--- src/rtl/jtag_pkg.sv ---
// jtag_pkg: shared constants and helpers for the JTAG register bank.
//   JTAG_ID_VERSION - version byte reported in the ID word
//   IDREG_SIZE      - width of the ID shift register
//   addr_width()    - index width for a bank of n registers; the all-ones
//                     index is always left unused and reserved for ID/overrun
package jtag_pkg;

  localparam logic [7:0] JTAG_ID_VERSION = 8'h02;
  localparam int         IDREG_SIZE      = 24;

  function automatic int addr_width(input int n);
    return $clog2(n + 1);
  endfunction

endpackage

--- src/rtl/jtag_bit_counter.sv ---
// jtag_bit_counter: counts shifted bits within a word and flags the SDR edge
// on which a full word is complete.
// Optional feature: JTAG_REGBANK_BURST_EN - when defined the counter keeps
// committing every REGISTER_SIZE bits; otherwise it stops after the first.
// Ports:
//   clk    - TCK
//   rst_n  - synchronous active-low reset
//   clear  - restart counting (capture-DR)
//   step   - one armed shift-DR edge
//   commit - high during the step that completes a word
module jtag_bit_counter #(
  parameter int REGISTER_SIZE = 8
) (
  input  logic clk,
  input  logic rst_n,
  input  logic clear,
  input  logic step,
  output logic commit
);

  localparam int CW = (REGISTER_SIZE > 1) ? $clog2(REGISTER_SIZE) : 1;

  logic [CW-1:0] count_r;
  logic          done_r;

  // Word-complete flag for the current shift edge
  always_comb begin
    if (step && !done_r && (count_r == CW'(REGISTER_SIZE - 1))) begin
      commit = 1'b1;
    end else begin
      commit = 1'b0;
    end
  end

  // Bit counter; done_r freezes it after a commit in single-word mode
  always_ff @(posedge clk) begin
    if (!rst_n) begin
      count_r <= '0;
      done_r  <= 1'b0;
    end else if (clear) begin
      count_r <= '0;
      done_r  <= 1'b0;
    end else if (step && !done_r) begin
      if (commit) begin
        count_r <= '0;
`ifdef JTAG_REGBANK_BURST_EN
        done_r  <= 1'b0;
`else
        done_r  <= 1'b1;
`endif
      end else begin
        count_r <= count_r + CW'(1);
      end
    end
  end

endmodule

--- src/rtl/jtag_regbank.sv ---
// jtag_regbank: bank of NUMBER_OF_REGISTERS registers, each REGISTER_SIZE
// bits, read and written through a JTAG data register scan.
// Optional feature: JTAG_REGBANK_BURST_EN - multi-word scans; each commit
// also reloads the work register from the next read location.
// Ports:
//   iTCK, iRST_N          - clock and synchronous active-low reset
//   iTDI / oTDO           - serial data in / out (oTDO combinational)
//   iSTATE_CDR/SDR/UDR    - capture, shift, update DR state flags
//   iADDRESS              - {enable, write index, read index}
//   iDATA                 - capture sources, register i at [i*RS +: RS]
//   oDATA                 - memory contents, same packing as iDATA
//   oWRITE_STROBE         - one-cycle pulse per register written
//   oREAD_STROBE          - one-cycle pulse per register captured
module jtag_regbank
  import jtag_pkg::*;
#(
  parameter int  REGISTER_SIZE       = 8,
  parameter int  NUMBER_OF_REGISTERS = 7,
  localparam int ADDRESS_WIDTH       = addr_width(NUMBER_OF_REGISTERS)
) (
  input  logic                                          iTCK,
  input  logic                                          iRST_N,
  input  logic                                          iTDI,
  input  logic                                          iSTATE_CDR,
  input  logic                                          iSTATE_SDR,
  input  logic                                          iSTATE_UDR,
  input  logic [2*ADDRESS_WIDTH:0]                      iADDRESS,
  input  logic [NUMBER_OF_REGISTERS*REGISTER_SIZE-1:0]  iDATA,
  output logic [NUMBER_OF_REGISTERS*REGISTER_SIZE-1:0]  oDATA,
  output logic                                          oTDO,
  output logic [NUMBER_OF_REGISTERS-1:0]                oWRITE_STROBE,
  output logic [NUMBER_OF_REGISTERS-1:0]                oREAD_STROBE
);

  localparam int RS = REGISTER_SIZE;
  localparam int N  = NUMBER_OF_REGISTERS;
  localparam int AW = ADDRESS_WIDTH;
  localparam logic [AW-1:0] ALL_ONES = {AW{1'b1}};

  logic [N*RS-1:0]       mem_r;
  logic [RS-1:0]         work_r;
  logic [IDREG_SIZE-1:0] id_r;
  logic [AW-1:0]         rd_ptr_r;
  logic [AW-1:0]         wr_ptr_r;
  logic                  armed_r;
  logic                  id_mode_r;
  logic [N-1:0]          wr_strobe_r;
  logic [N-1:0]          rd_strobe_r;

  logic                  en_s;
  logic [AW-1:0]         wr_idx_s;
  logic [AW-1:0]         rd_idx_s;
  logic                  cdr_s;
  logic                  sdr_s;
  logic                  udr_s;
  logic                  commit_s;
  logic [RS-1:0]         shifted_s;

  // Pointer advance that sticks at the reserved all-ones index
  function automatic logic [AW-1:0] sat_inc(input logic [AW-1:0] p);
    if (p == ALL_ONES) begin
      sat_inc = p;
    end else begin
      sat_inc = p + AW'(1);
    end
  endfunction

  // One-hot strobe for an index; out-of-range indices give all zeros
  function automatic logic [N-1:0] onehot(input logic [AW-1:0] idx);
    onehot = '0;
    for (int i = 0; i < N; i++) begin
      if (idx == AW'(i)) onehot[i] = 1'b1;
    end
  endfunction

  // Word of a packed bus at an index; out-of-range indices read as zero
  function automatic logic [RS-1:0] pick(input logic [N*RS-1:0] bus,
                                         input logic [AW-1:0] idx);
    pick = '0;
    for (int i = 0; i < N; i++) begin
      if (idx == AW'(i)) pick = bus[i*RS +: RS];
    end
  endfunction

  assign en_s     = iADDRESS[2*AW];
  assign wr_idx_s = iADDRESS[2*AW-1:AW];
  assign rd_idx_s = iADDRESS[AW-1:0];

  // Qualified state flags: enable gates everything, priority CDR > SDR > UDR
  always_comb begin
    cdr_s = en_s & iSTATE_CDR;
    sdr_s = en_s & iSTATE_SDR & armed_r & ~iSTATE_CDR;
    udr_s = en_s & iSTATE_UDR & armed_r & ~iSTATE_CDR & ~iSTATE_SDR;
  end

  // Work register after one shift; written bitwise so REGISTER_SIZE=1 works
  always_comb begin
    shifted_s         = work_r >> 1;
    shifted_s[RS-1]   = iTDI;
  end

  // Serial output: only meaningful while enabled and armed
  always_comb begin
    if (en_s && armed_r) begin
      oTDO = id_mode_r ? id_r[0] : work_r[0];
    end else begin
      oTDO = 1'b0;
    end
  end

  jtag_bit_counter #(
    .REGISTER_SIZE (RS)
  ) u_bit_counter (
    .clk    (iTCK),
    .rst_n  (iRST_N),
    .clear  (cdr_s),
    .step   (sdr_s),
    .commit (commit_s)
  );

  // Scan state, memory and strobes
  always_ff @(posedge iTCK) begin
    wr_strobe_r <= '0;
    rd_strobe_r <= '0;
    if (!iRST_N) begin
      mem_r     <= '0;
      work_r    <= '0;
      id_r      <= '0;
      rd_ptr_r  <= '0;
      wr_ptr_r  <= '0;
      armed_r   <= 1'b0;
      id_mode_r <= 1'b0;
    end else if (cdr_s) begin
      armed_r   <= 1'b1;
      rd_ptr_r  <= rd_idx_s;
      wr_ptr_r  <= wr_idx_s;
      id_mode_r <= (rd_idx_s == ALL_ONES) && (wr_idx_s == ALL_ONES);
      if ((rd_idx_s == ALL_ONES) && (wr_idx_s == ALL_ONES)) begin
        id_r <= {JTAG_ID_VERSION, 8'(REGISTER_SIZE), 8'(NUMBER_OF_REGISTERS)};
      end else begin
        id_r <= '0;
      end
      work_r      <= pick(iDATA, rd_idx_s);
      rd_strobe_r <= onehot(rd_idx_s);
    end else if (sdr_s) begin
      work_r <= shifted_s;
      id_r   <= {1'b0, id_r[IDREG_SIZE-1:1]};
      if (commit_s) begin
        rd_ptr_r <= sat_inc(rd_ptr_r);
        wr_ptr_r <= sat_inc(wr_ptr_r);
        // Memory is never touched by an ID scan
        if (!id_mode_r) begin
          for (int i = 0; i < N; i++) begin
            if (wr_ptr_r == AW'(i)) mem_r[i*RS +: RS] <= shifted_s;
          end
          wr_strobe_r <= onehot(wr_ptr_r);
        end
`ifdef JTAG_REGBANK_BURST_EN
        work_r      <= pick(iDATA, sat_inc(rd_ptr_r));
        rd_strobe_r <= onehot(sat_inc(rd_ptr_r));
`endif
      end
    end else if (udr_s) begin
      armed_r <= 1'b0;
    end
  end

  assign oDATA         = mem_r;
  assign oWRITE_STROBE = wr_strobe_r;
  assign oREAD_STROBE  = rd_strobe_r;

endmodule

--- config.mk ---
export PLATFORM = sky130hd
export DESIGN_NAME = jtag_regbank
export DESIGN_NICKNAME = d
export VERILOG_FILES = /design/src/rtl/jtag_pkg.sv /design/src/rtl/jtag_bit_counter.sv /design/src/rtl/jtag_regbank.sv
export SDC_FILE = /design/constraint.sdc
export NUM_CORES = 1
export LEC_CHECK = 0
export ABC_AREA = 1
export CAP_MARGIN = 15
export CORE_UTILIZATION = 47
export DETAILED_ROUTE_END_ITERATION = 8
export PLACE_DENSITY = 0.81
export SLEW_MARGIN = 30
export SYNTH_ARGS = -nofsm -noshare
export SYNTH_HDL_FRONTEND = slang
export SYNTH_SLANG_ARGS = --single-unit
--- constraint.sdc ---
create_clock -name iTCK -period 1.7 [get_ports iTCK]
set_input_delay 0.17 -clock iTCK [delete_from_list [all_inputs] [get_ports iTCK]]
set_output_delay 0.17 -clock iTCK [all_outputs]
set_load 0.02 [all_outputs]
==> results of run 1 <==
==> timing repair <==
action                                  4_1_cts  5_1_grt
pin swaps                                     2        3
setup buffers                                 0        2
gates resized for setup                      10       11
endpoints found under the setup margin       29       43
==> area by class of cell <==
type / count / area [sq um]
clock buffers: 9 / 124
repair buffers: 174 / 1710
well taps: 111 / 139
clock inverters: 7 / 86.3
flip-flops and latches: 105 / 2100
multi-input cells: 442 / 2150
inverters: 41 / 159
fillers: 714 / 2730
==> power breakdown <==
| part | switching (uW) | internal [uW] | leakage (uW) |
|---|---|---|---|
| combinational | 263 | 263 | 0.00181 |
| clock | 901 | 709 | 0.000107 |
| sequential | 63.9 | 2480 | 0.000849 |
==> cells by family after synthesis <==
logic type,Yosys count,synth area share (%)
fa+ha+maj,8,2.24
flops,105,47.1
compound gates,110,12.5
xor+xnor,1,0.196
buf+inv,74,6.43
simple gates,323,31.5
==> worst paths after layout <==
check | start | end | cells past startpoint
hold / removal | id_r[12]$_SDFFE_PN0P_ | id_r[12]$_SDFFE_PN0P_ | 2
setup / recovery | u_bit_counter.count_r[0]$_SDFFE_PP0P_ | oDATA[33]$_SDFFE_PN0P_ | 9
hold reg to reg | id_r[12]$_SDFFE_PN0P_ | id_r[12]$_SDFFE_PN0P_ | 2
setup reg to reg | u_bit_counter.count_r[0]$_SDFFE_PP0P_ | oDATA[33]$_SDFFE_PN0P_ | 9
==> tightest hold or removal path, delay by kind of cell, from the launching register on <==
kind / cells / cell delay, ns
flip-flops: 1 / 0.32
AO/OA/AOI/OAI: 1 / 0.05
AND/OR/NAND/NOR: 1 / 0.06
==> registers in the layout, indices dropped and copies added (netlist names) <==
register               count
armed_r                    1
id_mode_r                  1
id_r                      18
oDATA                     56
oREAD_STROBE               7
oWRITE_STROBE              7
u_bit_counter.count_r      3
u_bit_counter.done_r       1
work_r                     8
wr_ptr_r                   3
==> layer usage <==
metal / up-vias / wire length (um) / track usage (%)
li1: 2333 / - / -
met1: 2219 / 5570 / 33.5
met2: 189 / 6700 / 48.8
met3: 53 / 781 / 4.71
met4: 0 / 572 / 14.5
met5: - / 0 / 0
==> layout by cell type, fill, tap and decap left out <==
cell,synthesis,routed
nor2_2,5,5
dfxtp_1,105,103
inv_6,0,3
nor3_1,5,5
clkinv_8,0,1
inv_1,34,33
o22ai_1,1,1
clkdlybuf4s50_1,0,138
clkinv_4,0,1
nand2_1,82,82
clkbuf_8,0,9
inv_4,0,2
nand2_8,0,1
nand4_1,25,25
ha_4,0,2
clkinv_1,1,1
xor2_1,1,1
buf_4,0,30
buf_12,0,4
nor2_1,165,163
nand3_4,0,4
bufinv_16,0,1
nand3_1,28,28
inv_2,6,5
o21ai_1,0,1
o311ai_0,1,1
a31oi_1,3,3
buf_6,0,1
nor2_4,3,5
nor4_1,4,4
dlygate4sd2_1,0,1
ha_1,8,6
o21ai_0,79,78
a21oi_1,26,26
nand4_2,1,1
clkinv_2,0,1
dfxtp_2,0,2
==> stage by stage <==
step	power, uW	TNS, ns	util, %
after floorplan	2800	0	-
final	4680	0	70.3
after CTS	4690	0	69.7
after global routing	4850	0	70.3
after global placement	3090	-6.20	66.9
after detailed placement	3110	-10.77	66.9
==> run_results.csv, run 1 <==
group,metric,value,unit
grt,grt_pass1_wl,21.9,mm
synth,synth_most_common_cell,"nor2_1",
cells_and_area,num-nets-final,850,
setup_path,crit_chain,"ha_4 -> ha_4 -> inv_1 -> nor2_4 -> nand2_8 -> buf_4 -> nor2_4 -> o21ai_0 -> nor2_1",
grt,grt_usage,28.1,%
synth,synth_area,4460,sq um
sta,fin_crit_sh,96.1,%
clock_tree,cts.hold.buffers_added,0,
die,die_y,99.4,um
sta,slew_headroom,58.8,%
setup_path,start_kind,"register",
cells_and_area,diodes,0,
die,start_util,48.5,%
routing,vias,4794,
sta,fin_ws,0.0668,ns
setup_path,required,2.01,ns
synth,synth_top_area_share,47.1,%
setup_path,critical_path.top_delay_family,"simple AND/OR/NAND/NOR gates",
synth,yosys_most_used_dff,"dfxtp_1",
power_and_ir_drop,ir_drop,483,uV
sta,rsz0062_at_grt,"no",
synth,yosys.area.top_type,"dfxtp_1",
placed_design,placed_cell_area,6150,sq um
synth,syn_avg_cell_area,7.18,sq um
cells_and_area,stdcell_count,889,
synth,ys_async_sr_fraction,0,%
worst_hold_path,hold_path_class,"register to register",
die,ios,140,
routing,wl_per_cell,15.3,um
clock_tree,root_buffer,"clkbuf_8",
routing,drt-pass1-iter-count,7,
clock_tree,htree_num_levels,3,
die,coreArea,9200,sq um
sta,fmax,612,MHz
synth,synth_nets,698,
die,die_area,9880,sq um
sta,maxSlewViolCount,0,
synth,yosys_warnings,0,
sta,fin_crit,1.63,ns
placed_design,portBuffers,139,
sta,finalHoldViolations,0,
run,max_cap_violations,0,
setup_path,cpPeakStageDelay,0.37,ns
routing,wl,13.6,mm
routing,viasPerCell,5.39,
setup_path,criticalPathCategory,"register to register",
synth,synthTopCellsByArea,"dfxtp_1 (47%), nor2_1 (14%), o21ai_0 (8.9%)",
power_and_ir_drop,powerDensity,724,nW/um^2
synth,yosysUniqueCellTypes,26,
cells_and_area,final_area,6470,sq um
sta,setup_viol,0,
routing,drc_errors,0,
placed_design,gp_congestion,0.907,
placed_design,place_ws,-0.258,ns
placed_design,placed_cells,871,
die,die_w,99.4,um
setup_path,crit_fanout,8,
setup_path,arrival,1.94,ns
sta,hold_slack,0.467,ns
synth,syn_inst,621,
setup_path,crit_path_end_kind,"register",
clock_tree,cts_tree,"built",
clock_tree,clock_path_buffers,2,
grt,first_global_vias,4635,
synth,yosys-top-cells-count,"nor2_1 (165), dfxtp_1 (105), nand2_1 (82)",
clock_tree,cts_buffers,9,
synth,synth_edf_count,0,
cells_and_area,syn_to_final_growth,45.1,%
outcome,outcome,"finished, final reports clean",
placed_design,hpwlAfterDp,9.67,mm
cells_and_area,drive_gt1_share,10.0,%
grt,antenna_found_initial,0,
clock_tree,clkTransAtPathRegs,0.10,ns
die,std_cell_rows,35,
setup_path,path_buf_inv,2,
sta,tightest_slew,0.618,ns
synth,ys_seq_area_share,47.1,%
synth,yosys_register_bits,105,
setup_path,regToRegSetupSlack,0.07,ns
power_and_ir_drop,leakage,0.00277,uW
routing,drtIter0Drc,332,
clock_tree,clkLatencyLatePin,0.38,ns
grt,grt_overflow,0,
routing,ant_nets,0,
sta,finalClockSkew,0.0149,ns
grt,grt_max_degree,39,
clock_tree,cts.sink_count,105,
setup_path,cp_slowest_cell,"dfxtp_2",
Power figures use the tool's default switching activity.
==> inputs of run 2 (changes only) <==
--- a/config.mk
+++ b/config.mk
@@ -7,10 +7,13 @@
 export LEC_CHECK = 0
 export ABC_AREA = 1
 export CAP_MARGIN = 15
+export CORE_MARGIN = 4
 export CORE_UTILIZATION = 47
 export DETAILED_ROUTE_END_ITERATION = 8
-export PLACE_DENSITY = 0.81
+export PLACE_DENSITY = 0.8
+export SETUP_SLACK_MARGIN = 0.2
 export SLEW_MARGIN = 30
 export SYNTH_ARGS = -nofsm -noshare
 export SYNTH_HDL_FRONTEND = slang
+export SYNTH_HIERARCHICAL = 1
 export SYNTH_SLANG_ARGS = --single-unit
==> run_results.csv, run 2 <==
group,metric,value,unit
synth,synth_edf_count,0,
power_and_ir_drop,ir_drop,400,uV
clock_tree,cts_buffers,9,
sta,fin_crit_sh,103,%
setup_path,regToRegSetupSlack,-0.06,ns
clock_tree,clock_path_buffers,2,
setup_path,required,1.96,ns
placed_design,portBuffers,139,
outcome,failed_checks,"negative setup slack",
sta,rsz0062_at_grt,"yes",
power_and_ir_drop,clkPwrFrac,32.6,%
power_and_ir_drop,leakage,0.00305,uW
synth,ys_async_sr_fraction,0,%
setup_path,crit_fanout,8,
sta,fin_crit,1.76,ns
clock_tree,cts.sink_count,105,
cells_and_area,diodes,0,
die,coreArea,9770,sq um
synth,yosysUniqueCellTypes,28,
clock_tree,root_buffer,"clkbuf_8",
synth,synth_most_common_cell,"nand2_1",
cells_and_area,mostFrequentLayoutCells,"nand2_1 (129), dfxtp_1 (102), nand4_1 (72)",
synth,yosys_warnings,6,
grt,grt_overflow,0,
cells_and_area,final_area,7100,sq um
routing,drc_errors,0,
sta,tightest_slew,0.616,ns
synth,synth_top_area_share,44.6,%
grt,grt_usage,24.7,%
setup_path,r2r-end,"oDATA[24]$_SDFFE_PN0P_",
clock_tree,cts_tree,"built",
setup_path,arrival,2.02,ns
power_and_ir_drop,power_frac_seq,55.3,%
cells_and_area,regArea,2110,sq um
synth,yosys-top-cells-count,"nand2_1 (145), dfxtp_1 (105), a21oi_1 (85)",
synth,ys_seq_area_share,44.6,%
die,std_cell_rows,36,
placed_design,hpwlAfterDp,9.98,mm
cells_and_area,syn_to_final_growth,50.6,%
placed_design,place_ws,-0.413,ns
power_and_ir_drop,switching_share,27.9,%
routing,viasPerCell,5.62,
sta,setup_viol,29,
sta,slew_headroom,58.9,%
power_and_ir_drop,powerDensity,648,nW/um^2
die,die_area,11700,sq um
power_and_ir_drop,p_int,3310,uW
grt,grt_max_degree,64,
setup_path,cp-startpoint,"armed_r$_SDFFE_PN0P_",
routing,wl,15.7,mm
synth,synth_area,4710,sq um
routing,vias,5228,
power_and_ir_drop,p_sw,1280,uW
die,die_w,108,um
die,ios,140,
power_and_ir_drop,comb_power_share,12.1,%
synth,synth_nets,709,
synth,syn_inst,632,
clock_tree,clkTransAtPathRegs,0.10,ns
synth,yosys.area.top_type,"dfxtp_1",
synth,synthTopCellsByArea,"dfxtp_1 (45%), nand2_1 (12%), nand4_1 (9.6%)",
sta,finalHoldViolations,0,
sta,finalClockSkew,0.0231,ns
outcome,outcome,"finished, violations left",
setup_path,crit_path_end_kind,"register",
setup_path,criticalPathCategory,"register to register",
routing,ant_nets,0,
grt,grt_pass1_wl,23.1,mm
setup_path,r2r_cells,12,
synth,syn_avg_cell_area,7.46,sq um
synth,yosys_register_bits,105,
setup_path,r2r_start,"armed_r$_SDFFE_PN0P_",
die,start_util,48.2,%
placed_design,placed_cell_area,6410,sq um
cells_and_area,mostFrequentLayoutCell,"nand2_1",
grt,first_global_vias,4959,
worst_hold_path,hold_path_class,"primary input to register",
grt,antenna_found_initial,0,
cells_and_area,largest_reg_flops,56,
clock_tree,clkLatencyLatePin,0.39,ns
cells_and_area,n_fill_cell,713,
routing,drtIter0Drc,500,
synth,yosys_most_used_dff,"dfxtp_1",
sta,fmax,569,MHz
die,die_y,108,um
sta,fin_ws,-0.0582,ns
routing,wl_per_cell,16.9,um
run,max_cap_violations,0,
routing,drt-pass1-iter-count,6,
sta,maxSlewViolCount,0,
setup_path,worstSetupEndpoint,"oDATA[24]$_SDFFE_PN0P_",
placed_design,gp_congestion,0.916,
cells_and_area,drive_gt1_share,18.8,%
clock_tree,htree_num_levels,3,
cells_and_area,multi_input_area,2520,sq um
cells_and_area,num-nets-final,869,
setup_path,start_kind,"register",
[run 2: changes by cell type after synthesis, sizes merged, moves of 2 or more]
cell	before	now
nor2	173	54
nand2	83	147
a21oi	26	85
o21ai	79	23
nand4	26	72
buf	13	34
clkbuf	20	17
nor3	5	3
[run 2: logic make-up (layout without fill, tap and decap cells)]
| kind of cell | count (synthesis) | in the layout | synth area share [%] |
|---|---|---|---|
| mux | 1 | 1 | 0.212 |
| flops | 105 | 105 | 44.6 |
| buf+inv | 92 | 252 | 9.50 |
| simple gates | 312 | 317 | 31.2 |
| compound gates | 114 | 114 | 12.3 |
| fa+ha+maj | 8 | 8 | 2.12 |
[run 2: area by class of cell]
class,instances,area share (%)
multi-input cells,440,35.5
well taps,133,2.34
clock inverters,6,0.882
inverters,41,2.20
flip-flops and latches,105,29.7
repair buffers,195,27.6
clock buffers,10,1.80
[run 2: per-layer routing]
layer	global-route usage, %	vias up	wire, um
li1	-	2469	-
met1	29.1	2420	5800
met2	42.1	287	7750
met3	6.99	52	1560
met4	10.5	0	573
met5	0	-	0
[run 2: worst min-delay path by stage]
stage / start / slack, ns / endpoint / cells past startpoint
floorplan: iSTATE_UDR / 0.27 / armed_r$_SDFFE_PN0P_ / 1
global placement: id_r[16]$_SDFFE_PN0P_ / 0.45 / id_r[16]$_SDFFE_PN0P_ / 2
detailed placement: id_r[16]$_SDFFE_PN0P_ / 0.45 / id_r[16]$_SDFFE_PN0P_ / 2
CTS: iSTATE_UDR / 0.36 / armed_r$_SDFFE_PN0P_ / 2
global route: iSTATE_UDR / 0.36 / armed_r$_SDFFE_PN0P_ / 2
finish: iADDRESS[1] / 0.36 / oREAD_STROBE[1]$_SDFF_PN0_ / 3
[run 2: per-stage QoR]
| step | util, % | std cells | hold WS, ns | setup TNS [ns] | power, uW |
|---|---|---|---|---|---|
| 2_1_floorplan | - | 632 | 0.270 | 0 | 2810 |
| 3_3_place_gp | 65.6 | 898 | 0.447 | -18.29 | 3090 |
| 3_5_place_dp | 65.6 | 898 | 0.454 | -21.93 | 3100 |
| 4_1_cts | 69.8 | 926 | 0.364 | -0.476 | 4560 |
| 5_1_grt | 72.6 | 930 | 0.363 | -4.26 | 4760 |
| 6_report | 72.6 | 930 | 0.364 | -0.649 | 4600 |
[run 2: worst max-delay path, stage by stage (launching register included)]
cell     delay [ns]
dfxtp_2        0.35
nand2_2        0.05
inv_2          0.07
nand3_4        0.09
buf_6          0.13
buf_6          0.10
nor3_4         0.16
buf_6          0.17
buf_6          0.15
buf_12         0.13
nand2_8        0.08
nand2_2        0.09
a21oi_1        0.07
[run 2: what timing repair did]
action                                  in CTS  in global routing
gates cloned                                 7                  3
endpoints found under the setup margin     125                 86
pin swaps                                   51                 15
hold buffers                                 0                  0
resized for setup                           97                 62
buffers inserted                             5                  1
[run 2: power by group through the flow]
stage / registers, uW / clock network, uW / logic (uW)
after global placement: 2580 / 0 / 505
final: 2540 / 1500 / 556
after floorplan: 2550 / 0 / 269
after detailed placement: 2590 / 0 / 515
after CTS: 2530 / 1500 / 528
after global routing: 2540 / 1620 / 601
==> inputs of run 3 (changes only) <==
==> constraint.sdc (replaced) <==
create_clock -name iTCK -period 1.7 [get_ports iTCK]
set_input_delay 0.51 -clock iTCK [delete_from_list [all_inputs] [get_ports iTCK]]
set_output_delay 0.51 -clock iTCK [all_outputs]
set_load 0.02 [all_outputs]
==> run_results.csv, run 3 (synthesis gave the netlist of run 2 again) <==
group,metric,value,unit
setup_path,crit_chain,"nand2_4 -> inv_2 -> buf_6 -> nand3_4 -> inv_4 -> nand2_4 -> nor2_4 -> inv_2 -> nor3_4 -> buf_6 -> buf_6 -> buf_16 -> nand3_4 -> nand2_1 -> a21oi_1",
grt,grt_pass1_wl,24.4,mm
die,coreArea,9770,sq um
sta,fin_crit_sh,107,%
sta,maxSlewViolCount,0,
die,std_cell_rows,36,
setup_path,start_kind,"register",
sta,slew_headroom,60.2,%
routing,drc_errors,0,
routing,viasPerCell,5.59,
setup_path,critical_path.top_delay_family,"buffers and inverters",
placed_design,gp_congestion,0.904,
clock_tree,clkLatencyLatePin,0.38,ns
grt,antenna_found_initial,0,
power_and_ir_drop,p_sw,1290,uW
clock_tree,cts.sink_count,105,
placed_design,placed_cells,909,
routing,wl_per_cell,17.4,um
power_and_ir_drop,comb_power_share,12.9,%
routing,vias,5287,
cells_and_area,syn_to_final_growth,49.4,%
setup_path,crit_top_cell,"buf_6",
placed_design,hpwlAfterDp,10.8,mm
cells_and_area,mostFrequentLayoutCell,"nand2_1",
power_and_ir_drop,switching_share,27.9,%
routing,ant_nets,0,
worst_hold_path,hold_path_class,"register to register",
clock_tree,cts_buffers,9,
routing,wl,16.4,mm
clock_tree,root_buffer,"clkbuf_8",
sta,finalClockSkew,0.0122,ns
die,start_util,48.2,%
sta,tns,-3.25,ns
clock_tree,cts_tree,"built",
routing,drtIter0Drc,396,
sta,rsz0062_at_grt,"yes",
cells_and_area,num-nets-final,884,
die,die_w,108,um
outcome,failed_checks,"negative setup slack",
cells_and_area,diodes,0,
cells_and_area,stdcell_count,945,
clock_tree,clock_path_buffers,2,
run,max_cap_violations,0,
cells_and_area,largest_reg_flops,56,
setup_path,crit_path_end_kind,"register",
placed_design,portBuffers,139,
sta,hold_slack,0.467,ns
power_and_ir_drop,p_int,3330,uW
grt,grt_overflow,0,
grt,first_global_vias,4990,
grt,grt_max_degree,33,
sta,setup_viol,55,
setup_path,criticalPathCategory,"register to register",
cells_and_area,n_fill_cell,711,
power_and_ir_drop,powerDensity,656,nW/um^2
power_and_ir_drop,ir_drop,437,uV
sta,fmax,550,MHz
placed_design,place_ws,-0.789,ns
setup_path,arrival,2.09,ns
clock_tree,cts.hold.buffers_added,0,
setup_path,crit_fanout,6,
grt,grt_usage,26.4,%
cells_and_area,mostFrequentLayoutCells,"nand2_1 (114), dfxtp_1 (101), nand4_1 (72)",
cells_and_area,regArea,2110,sq um
die,ios,140,
clock_tree,clkTransAtPathRegs,0.10,ns
setup_path,cp_slowest_cell,"dfxtp_2",
power_and_ir_drop,power_frac_seq,55.0,%
sta,tightest_slew,0.596,ns
outcome,outcome,"finished, violations left",
sta,finalHoldViolations,0,
routing,drt-pass1-iter-count,5,
sta,fin_ws,-0.119,ns
power_and_ir_drop,leakage,0.00281,uW
setup_path,path_buf_inv,7,
cells_and_area,multi_input_area,2550,sq um
die,die_y,108,um
clock_tree,htree_num_levels,3,
die,die_area,11700,sq um
setup_path,cpPeakStageDelay,0.36,ns
cells_and_area,drive_gt1_share,31.8,%
setup_path,required,1.97,ns
power_and_ir_drop,clkPwrFrac,32.1,%
sta,fin_crit,1.82,ns
run 3: power groups by stage:
stage / clock (uW) / combinational, uW / sequential [uW]
floorplan: 0 / 270 / 2550
detailed placement: 0 / 547 / 2590
finish: 1480 / 596 / 2540
CTS: 1500 / 563 / 2530
global placement: 0 / 536 / 2590
global route: 1590 / 646 / 2540
run 3: worst paths after layout:
check | start | endpoint | slack (ns) | cells past startpoint
max | armed_r$_SDFFE_PN0P_ | oDATA[35]$_SDFFE_PN0P_ | -0.12 | 15
min | id_r[12]$_SDFFE_PN0P_ | id_r[12]$_SDFFE_PN0P_ | 0.47 | 2
max reg2reg | armed_r$_SDFFE_PN0P_ | oDATA[35]$_SDFFE_PN0P_ | -0.12 | 15
min reg2reg | id_r[12]$_SDFFE_PN0P_ | id_r[12]$_SDFFE_PN0P_ | 0.47 | 2
run 3: stage by stage:
step / total power, uW / utilization, % / area [sq um]
after detailed placement: 3140 / 67.3 / 6580
after CTS: 4600 / 68.9 / 6740
after global placement: 3120 / 67.3 / 6580
after global routing: 4780 / 72.0 / 7040
final: 4620 / 72.0 / 7040
after floorplan: 2820 / - / 4760
run 3: cell type report:
class / instances / area share, %
Timing Repair Buffer: 211 / 26.5
Clock buffer: 9 / 1.76
Sequential cell: 105 / 29.9
Inverter: 41 / 2.31
Clock inverter: 7 / 0.888
Tap cell: 133 / 2.36
Multi-Input combinational cell: 439 / 36.3
run 3: worst register-to-register path: cells and delay by family (launching register included):
family | cells | cell delay (ns)
compound gates | 1 | 0.07
buf+inv | 7 | 0.71
flops | 1 | 0.36
simple gates | 7 | 0.58
run 3: what timing repair did:
item                       4_1_cts  5_1_grt
buffers inserted                 5        6
pin swaps                       10       39
gates cloned                     5        4
gates resized for setup        318       79
setup endpoints to repair      173       97
run 3: routing by layer:
layer  routed length (um)  up-vias  track usage [%]
li1                     -     2506                -
met1                 6220     2499             31.5
met2                 8380      219             45.8
met3                 1120       63             5.67
met4                  711        0             11.3
met5                    0        -                0
